===== src/rtl/carrier_loop_ctrl.sv =====
// -----------------------------------------------------------------------------
// carrier_loop_ctrl
//
// Supervisor for the MSK carrier-recovery loop. It takes the decision-directed
// phase-error stream from the phase detector and measures the mean |error| over
// fixed windows of 2^WIN_LOG2 symbols. From these measurements it runs an
// IDLE / ACQ / TRACK / RESTART state machine. That state machine selects the
// loop-filter gain shifts, clears the loop filter and NCO, and raises lock.
//
// Ports
//   clk          in   sample clock
//   rst          in   synchronous active-high reset
//   en           in   loop enable; low forces IDLE
//   err_valid    in   one-cycle strobe per symbol error
//   phase_err    in   signed Q2.(EW-2) phase error, valid with err_valid
//   kp_shift     out  proportional gain right-shift for the loop filter
//   ki_shift     out  integral gain right-shift for the loop filter
//   loop_clr     out  clears loop-filter integrator and NCO accumulator
//   lock         out  high while tracking
//   state_o      out  0=IDLE 1=ACQ 2=TRACK 3=RESTART
//   metric       out  mean |err| of the last completed window
//   metric_valid out  one-cycle strobe when metric updates
// -----------------------------------------------------------------------------
module carrier_loop_ctrl #(
    parameter int            EW          = 24,
    parameter int            WIN_LOG2    = 6,
    parameter logic [EW-1:0] LOCK_THR    = 24'h080000,
    parameter logic [EW-1:0] UNLOCK_THR  = 24'h200000,
    parameter int            LOCK_CNT    = 4,
    parameter int            UNLOCK_CNT  = 2,
    parameter int            ACQ_TIMEOUT = 32,
    parameter int            KP_ACQ      = 4,
    parameter int            KI_ACQ      = 10,
    parameter int            KP_TRK      = 7,
    parameter int            KI_TRK      = 14
) (
    input  logic                 clk,
    input  logic                 rst,
    input  logic                 en,
    input  logic                 err_valid,
    input  logic signed [EW-1:0] phase_err,
    output logic [3:0]           kp_shift,
    output logic [3:0]           ki_shift,
    output logic                 loop_clr,
    output logic                 lock,
    output logic [1:0]           state_o,
    output logic [EW-1:0]        metric,
    output logic                 metric_valid
);

    // Accumulator is wide enough for a full window of maximum magnitudes.
    localparam int         ACC_W        = EW - 1 + WIN_LOG2;
    localparam logic [3:0] LOCK_CNT_L   = 4'(LOCK_CNT);
    localparam logic [3:0] UNLOCK_CNT_L = 4'(UNLOCK_CNT);
    localparam logic [7:0] ACQ_TO_L     = 8'(ACQ_TIMEOUT);
    localparam logic [3:0] KP_ACQ_L     = 4'(KP_ACQ);
    localparam logic [3:0] KI_ACQ_L     = 4'(KI_ACQ);
    localparam logic [3:0] KP_TRK_L     = 4'(KP_TRK);
    localparam logic [3:0] KI_TRK_L     = 4'(KI_TRK);

    typedef enum logic [1:0] {
        ST_IDLE    = 2'd0,
        ST_ACQ     = 2'd1,
        ST_TRACK   = 2'd2,
        ST_RESTART = 2'd3
    } state_t;

    state_t              state_q, state_d;
    logic [ACC_W-1:0]    acc_q, acc_d, sum;
    logic [WIN_LOG2-1:0] sym_q, sym_d;
    logic [3:0]          good_q, good_d;
    logic [3:0]          bad_q, bad_d;
    logic [7:0]          win_q, win_d;
    logic                take, win_end;
    logic [EW-2:0]       mag, mean;
    logic [EW-1:0]       mean_ext;

    // Magnitude of a two's-complement error. The most negative code has no
    // positive counterpart, so it saturates to the largest positive value.
    function automatic logic [EW-2:0] mag_sat(input logic signed [EW-1:0] e);
        logic [EW-2:0] lo;
        lo = e[EW-2:0];
        if (!e[EW-1])
            return lo;
        else if (lo == '0)
            return '1;
        else
            return ~lo + (EW-1)'(1);
    endfunction

    // Errors count only while actively acquiring or tracking; RESTART drops them.
    assign take     = en && err_valid && (state_q == ST_ACQ || state_q == ST_TRACK);
    assign win_end  = take && (sym_q == {WIN_LOG2{1'b1}});
    assign mag      = mag_sat(phase_err);
    assign sum      = acc_q + {{WIN_LOG2{1'b0}}, mag};
    assign mean     = sum[ACC_W-1:WIN_LOG2];
    assign mean_ext = {1'b0, mean};
    assign state_o  = state_q;

    always_comb begin
        state_d = state_q;
        acc_d   = acc_q;
        sym_d   = sym_q;
        good_d  = good_q;
        bad_d   = bad_q;
        win_d   = win_q;

        if (take) begin
            if (win_end) begin
                acc_d = '0;
                sym_d = '0;
            end else begin
                acc_d = sum;
                sym_d = sym_q + WIN_LOG2'(1);
            end
        end

        case (state_q)
            ST_IDLE: begin
                acc_d   = '0;
                sym_d   = '0;
                good_d  = '0;
                bad_d   = '0;
                win_d   = '0;
                state_d = ST_ACQ;
            end
            ST_ACQ: begin
                if (win_end) begin
                    good_d = (mean_ext < LOCK_THR) ? good_q + 4'd1 : 4'd0;
                    win_d  = win_q + 8'd1;
                    // Lock wins over timeout when both land on the same window.
                    if (good_d == LOCK_CNT_L) begin
                        state_d = ST_TRACK;
                        good_d  = '0;
                        bad_d   = '0;
                        win_d   = '0;
                    end else if (win_d == ACQ_TO_L) begin
                        state_d = ST_RESTART;
                    end
                end
            end
            ST_TRACK: begin
                if (win_end) begin
                    // Means between the thresholds also clear bad_d (hysteresis).
                    bad_d = (mean_ext > UNLOCK_THR) ? bad_q + 4'd1 : 4'd0;
                    if (bad_d == UNLOCK_CNT_L) begin
                        state_d = ST_ACQ;
                        good_d  = '0;
                        bad_d   = '0;
                        win_d   = '0;
                    end
                end
            end
            ST_RESTART: begin
                acc_d   = '0;
                sym_d   = '0;
                good_d  = '0;
                bad_d   = '0;
                win_d   = '0;
                state_d = ST_ACQ;
            end
            default: state_d = ST_IDLE;
        endcase

        // Disable discards any partial window.
        if (!en) begin
            state_d = ST_IDLE;
            acc_d   = '0;
            sym_d   = '0;
            good_d  = '0;
            bad_d   = '0;
            win_d   = '0;
        end
    end

    always_ff @(posedge clk) begin
        if (rst) begin
            state_q      <= ST_IDLE;
            acc_q        <= '0;
            sym_q        <= '0;
            good_q       <= '0;
            bad_q        <= '0;
            win_q        <= '0;
            metric       <= '0;
            metric_valid <= 1'b0;
            loop_clr     <= 1'b1;
            lock         <= 1'b0;
            kp_shift     <= KP_ACQ_L;
            ki_shift     <= KI_ACQ_L;
        end else begin
            state_q      <= state_d;
            acc_q        <= acc_d;
            sym_q        <= sym_d;
            good_q       <= good_d;
            bad_q        <= bad_d;
            win_q        <= win_d;
            metric_valid <= win_end;
            if (win_end)
                metric <= mean_ext;
            // loop_clr follows the state being entered, so it rises and falls
            // together with state_o.
            loop_clr <= (state_d == ST_IDLE) || (state_d == ST_RESTART);
            // Gains and lock follow the registered state one cycle later;
            // disable drops them at once.
            if (!en) begin
                lock     <= 1'b0;
                kp_shift <= KP_ACQ_L;
                ki_shift <= KI_ACQ_L;
            end else begin
                lock     <= (state_q == ST_TRACK);
                kp_shift <= (state_q == ST_TRACK) ? KP_TRK_L : KP_ACQ_L;
                ki_shift <= (state_q == ST_TRACK) ? KI_TRK_L : KI_ACQ_L;
            end
        end
    end

endmodule


===== config.mk =====
export PLATFORM = sky130hd
export DESIGN_NAME = carrier_loop_ctrl
export DESIGN_NICKNAME = d
export VERILOG_FILES = /design/src/rtl/carrier_loop_ctrl.sv
export SDC_FILE = /design/constraint.sdc
export NUM_CORES = 1
export LEC_CHECK = 0
export CORE_UTILIZATION = 47
export CTS_CLUSTER_SIZE = 16
export DETAILED_ROUTE_END_ITERATION = 12
export GPL_TIMING_DRIVEN = 1
export PLACE_DENSITY = 0.68
export SYNTH_ARGS = -nofsm -noshare
export SYNTH_HDL_FRONTEND = slang
export SYNTH_SLANG_ARGS = --single-unit

===== constraint.sdc =====
create_clock -name clk -period 8.3 [get_ports clk]
set_input_delay 1.66 -clock clk [delete_from_list [all_inputs] [get_ports clk]]
set_output_delay 1.66 -clock clk [all_outputs]
set_load 0.01 [all_outputs]

## Yosys cells after proc, flatten, opt, wreduce, memory -nomap -nowiden

Cells that the tools add are included.
W data, S select, Z words.

| storage, ports and cells | value |
|---|---|
| word-level logic and storage cells | 77 |
| bits in registers | 87 |

| cells by class | value |
|---|---|
| bitwise operators | 2 |
| $add $sub $neg | 6 |
| muxes and demuxes | 30 |
| reductions and logical operators | 13 |
| equality and inequality tests | 12 |
| magnitude comparators | 2 |

Operators with widths:

| cell | number |
|---|---|
| $mux W23 | 2 |
| $mux W4 | 10 |
| $mux W8 | 4 |
| $add A29 B23 Y29 | 1 |
| $mux W29 | 1 |
| $pmux W4 S3 | 2 |
| $pmux W8 S3 | 1 |
| $add A23 B1 Y23 const B | 1 |
| $gt A23 B22 Y1 const B | 1 |
| $logic_not A23 Y1 | 1 |
| $lt A23 B20 Y1 const B | 1 |
| $not A23 Y23 | 1 |
| $mux W2 | 7 |
| $add A4 B1 Y4 const B | 2 |
| $add A8 B1 Y8 const B | 1 |
| $eq A8 B6 Y1 const B | 1 |
| $add A6 B1 Y6 const B | 1 |
| $eq A2 B2 Y1 const B | 3 |
| $eq A6 B6 Y1 const B | 1 |
| $mux W6 | 1 |
| $pmux W2 S3 | 1 |
| $reduce_and A3 Y1 | 2 |
| $eq A4 B2 Y1 const B | 1 |
| $eq A4 B3 Y1 const B | 1 |
| 10 further kinds | 17 |

## Longest topological paths before layout

| logic depth | value |
|---|---|
| depth after elaboration | 14 |
| gate-level depth with buffers | 27 |
| gate-level depth less buffers | 24 |

## Least setup slack after synthesis

No wires, ideal clock.

| timing | value |
|---|---|
| kind | input -> register |
| start point | input phase_err[0] |
| end point | register good_q[2] |
| setup time | 0.115 ns |
| required time | 8.185 ns |
| cell stages on the path | 25 |
| arrival | 7.356 ns |
| path slack | 0.829 ns |
| cell sequence | inv_1 > ha_1 > nand4_2 > or3_4 > or2_4 > or3_4 > or3_4 > or3_4 > or2_1 > buf_6 > and2_4 > buf_6 > a31oi_1 > ha_1 > a21oi_2 > o21ai_1 > or4_1 > o211a_2 > a211o_1 > nor4b_2 > nand4_1 > nor4_4 > nor3_2 > mux2_1 > o21a_1 |

| on the way | value |
|---|---|
| word-level cells in the longest chain between the ends | 11 |
| elaborated cells on any way between the ends | 17 |
| classes of those cells | 2 x add/sub; 2 x order compare; 3 x eq/ne; 7 x mux; 1 x bitwise; 2 x reduce/logical |

Ends and longest elaborated chain:

| item | RTL line | RTL |
|---|---|---|
| start: declaration | 41 | `input logic signed [EW-1:0] phase_err,` |
| $not A23 Y23 | 88 | `return ~lo + (EW-1)'(1);` |
| $add A23 B1 Y23 | 88 |  |
| $mux W23 | 85 | `else if (lo == '0)` |
| $mux W23 (*) | 83 | `if (!e[EW-1])` |
| $add A29 B23 Y29 (*) | 95 | `assign sum = acc_q + {{WIN_LOG2{1'b0}}, mag};` |
| $lt A23 B20 Y1 | 129 | `good_d = (mean_ext < LOCK_THR) ? good_q + 4'd1 : 4'd0;` |
| $mux W4 | 129 |  |
| $eq A4 B3 Y1 | 132 | `if (good_d == LOCK_CNT_L) begin` |
| $mux W4 | 132 |  |
| $mux W4 | 128 | `if (win_end) begin` |
| $pmux W4 S3 | 118 | `case (state_q)` |
| end signal: assignment | 194 | `good_q <= good_d;` |
| end: declaration | 71 | `logic [3:0] good_q, good_d;` |

Mark *: on every way between the ends. The rest lies on a longest branch, timed or not. The select of a mux whose other input is x is not followed.
A chain may end at the register's enable or synchronous reset.

## Worst setup path in the final report

| timing | value |
|---|---|
| start point | input phase_err[1] |
| end point | register loop_clr |

| on the way | value |
|---|---|
| word-level cells in the longest chain between the ends | 14 |
| elaborated cells on any way between the ends | 21 |
| classes of those cells | 2 x add/sub; 2 x order compare; 3 x eq/ne; 10 x mux; 1 x bitwise; 3 x reduce/logical |

Ends and longest elaborated chain:

| item | RTL line | RTL |
|---|---|---|
| $not A23 Y23 | 88 |  |
| $add A23 B1 Y23 | 88 |  |
| $mux W23 | 85 |  |
| $mux W23 (*) | 83 |  |
| $add A29 B23 Y29 (*) | 95 |  |
| $gt A23 B22 Y1 / $lt A23 B20 Y1 (equally long branches) | 145, 129 |  |
| $mux W4, on equally long branches | 145, 129 |  |
| $eq A4 B2 Y1 / $eq A4 B3 Y1 (equally long branches) | 146, 132 |  |
| $mux W2, on equally long branches | 146, 132 |  |
| $mux W2, on equally long branches | 143, 128 |  |
| $pmux W2 S3 (*) | 118 |  |
| $mux W2 (*) | 166 | `if (!en) begin` |
| $eq A2 B2 Y1 / $logic_not A2 Y1 (equally long branches) | 202 | `loop_clr <= (state_d == ST_IDLE) \|\| (state_d == ST_RESTART);` |
| $logic_or A1 B1 Y1 (*) | 202 |  |
| end signal: assignment | 202 |  |
| end: declaration | 44 | `output logic loop_clr,` |

Mark *: on every way between the ends. The rest lies on a longest branch, timed or not.

==> impl_metrics.ini <==
[setup_path]
crit_path_end_kind = flip-flop
worst-path-max-fanout = 7
cp.arrival_ns = 8.18
worstSetupStartpointType = input pin
crit_required_ns = 8.58
critPathKind = input pin to flip-flop

[synthesis]
ys_top_cells_by_area = dfxtp_1 26%, ha_1 7.5%, nand2_1 6.4%
yosysUniqueCellTypes = 81
seq_area_frac_synth_pct = 26.5
yosysMostFrequentCell = nand2_1
synth_edf_count = 0
synth_commonest_cells = 101 x nand2_1, 88 x nor2_1, 79 x dfxtp_1
synth_top_area_share_pct = 26.5
netlist.top_cell.by_area = dfxtp_1
synthCells = 797
yosys_register_bits = 79
ys_warn_count = 0
synth_top_flop_cell = dfxtp_1
netlist_area_um2 = 5970
synth-async-reset-ratio_pct = 0
syn_area_per_cell_um2 = 7.49

[clocking]
clock_path_buffers = 2
numCtsBuffers = 9
cts-root-buf = clkbuf_16
htreeDepth = 3
worstSkewPairLatency_ns = 0.35
path_clk_slew_ns = 0.06
cts_tree = done
cts_sinks = 79

[timing]
period_share_pct = 95.2
setup_viol = 0
worst_pin_slew_ns = 1.18
max_freq_ghz = 0.127
slew_violations = 0
finClkSkew_ns = 0.0108
finalHoldViolations = 0
finalCriticalPeriod_ns = 7.90
relSlewSlack_pct = 21.0

[pwr]
combPwrFrac_pct = 16.2
intPower_mw = 0.663
p_leak_nw = 2.82
p_sw_mw = 0.259
clkPwrFrac_pct = 42.4
p_per_area_nw_per_um2 = 125
finalPower_mw = 0.921
power_frac_seq_pct = 41.4
ir_worst_vdd_mv = 0.105
power.share.switching_pct = 28.1

[drt]
vias_per_cell = 5.96
route.vias.total = 6356
highest_layer = met4
routedLengthMet1_um = 7600
ant_nets = 0
wl_met3_um = 904
wl_per_cell_um = 16.7
wl_um = 17800
first_pass_iters = 5
dr.first_iter.drc_count = 443
met2_length_um = 8550
drc_errors = 0

[grt]
grt_start_max_net_pins = 39
grt_pass1_vias = 6116
grt_overflow = 0
grt_antenna_before_repair = 0
grt_use_total_pct = 28.1
grt_pass1_wl_um = 29000

[floorplanning]
dieArea_um2 = 13200
core_um2 = 12200
fp.dieH_um = 115
io_pins = 65
start_util_pct = 48.9
fp.dieW_um = 115
rows = 40

[layout]
fin_nets = 958
design_area_um2 = 7380
area_growth_pct = 23.7
drive_above_1_share_pct = 13.5
diodes = 0

[min_path]
hold_class = flip-flop to flip-flop

[job]
max_cap_violations = 0

[run_status]
status = finished clean

[placed_design]
gp_congestion = 0.989
port_buffers = 58
post_dp_cell_area_um2 = 7070
dp_hpwl_um = 13500
## what timing repair did
action,in CTS,in global routing
gates resized for setup,0,5
hold buffers,0,0
endpoints found under the setup margin,0,15
setup buffers,0,0
## layout make-up
cell class | count | area, µm²
Clock buffer | 11 | 253
Inverter | 17 | 63.8
Sequential cell | 79 | 1580
Fill cell | 1179 | 4830
Timing Repair Buffer | 128 | 1120
Clock inverter | 5 | 40.0
Tap cell | 168 | 210
Multi-Input combinational cell | 658 | 4120
## cell usage in the layout (no fill, tap or decap), types with 5 or more instances in the layout
master	n
dfxtp_1	79
nand3_1	31
o41ai_1	5
a211oi_1	9
and2_1	5
mux2i_1	11
o211ai_1	10
a21oi_1	66
a22oi_1	24
ha_1	36
o21ai_0	50
nor2b_1	7
or3_1	13
nand4_1	12
xor2_1	11
clkdlybuf4s50_1	58
and3_1	10
xnor2_1	9
buf_4	69
nor2_1	87
a21o_1	10
nor4_1	6
inv_1	17
o21a_1	16
conb_1	6
nand2_1	100
clkbuf_16	9
a31oi_1	13
nor3_1	22
## stage by stage
step                       TNS [ns]  hold WS [ns]  utilization [%]  setup slack, ns  std cells
after floorplan                   0         0.436                -            0.829        801
after global placement            0         0.444             57.9           0.0382       1050
after detailed placement     -0.150         0.450             57.9          -0.0480       1050
after CTS                         0         0.458             60.3            0.294       1066
after global routing      -0.000883         0.478             60.5        -0.000883       1066
final                             0         0.456             60.5            0.398       1066
## kinds of logic (layout without fill, tap and decap cells)
family,Yosys count,after routing,synth area share [%]
simple gates,336,336,28.2
other cells,2,6,0.126
buf+inv,64,161,5.09
flops,79,79,26.5
compound gates,247,247,27.3
mux,12,12,2.03
fa+ha+maj,37,37,7.88
xor+xnor,20,20,2.94
## per-layer routing
layer  vias to the layer above  global-route usage, %
met1                      2995                   32.8
met3                        48                   4.87
met5                         -                      0
met4                         0                   13.7
li1                       3113                      -
met2                       200                   49.4
## sequential cells by signal (all words and copies together) (netlist names)
signal,count
acc_q,29
bad_q,4
good_q,4
kp_shift,1
loop_clr,1
metric,23
metric_valid,1
state_o,2
sym_q,6
win_q,8
## critical path, cell delays in order
cell and delay, ns:
clkdlybuf4s50_1 0.43, inv_1 0.08, ha_1 0.21, nand4_2 0.13, or3_4 0.36, or2_4 0.24, or3_4 0.37, or3_4 0.34
or3_4 0.35, or2_1 0.33, and2_4 0.24, a31oi_1 0.24, ha_1 0.34, a21oi_1 0.25, o21ai_2 0.15, a2111oi_1 0.32
and4b_1 0.31, nor4b_2 0.29, nor4b_2 0.27, nand4_1 0.14, buf_4 0.17, nor4_4 0.30, nor2_1 0.12, a211oi_2 0.30
mux2i_1 0.22
## power groups by stage
stage          clock network, mW  registers [mW]  logic [mW]
2_1_floorplan                  0           0.390      0.0865
4_1_cts                    0.399           0.381       0.147
3_5_place_dp                   0           0.390       0.146
5_1_grt                    0.414           0.381       0.162
6_report                   0.390           0.381       0.149
3_3_place_gp                   0           0.390       0.143
## final timing paths
kind / start / end / slack [ns] / cells past startpoint
max: phase_err[1] / loop_clr$_SDFF_PP1_ / 0.40 / 25
min: metric[5]$_SDFFE_PP0P_ / metric[5]$_SDFFE_PP0P_ / 0.46 / 2
min reg2reg: metric[5]$_SDFFE_PP0P_ / metric[5]$_SDFFE_PP0P_ / 0.46 / 2
max reg2reg: state_o[0]$_SDFF_PP0_ / loop_clr$_SDFF_PP1_ / 4.34 / 13
Power figures use the tool's default switching activity.
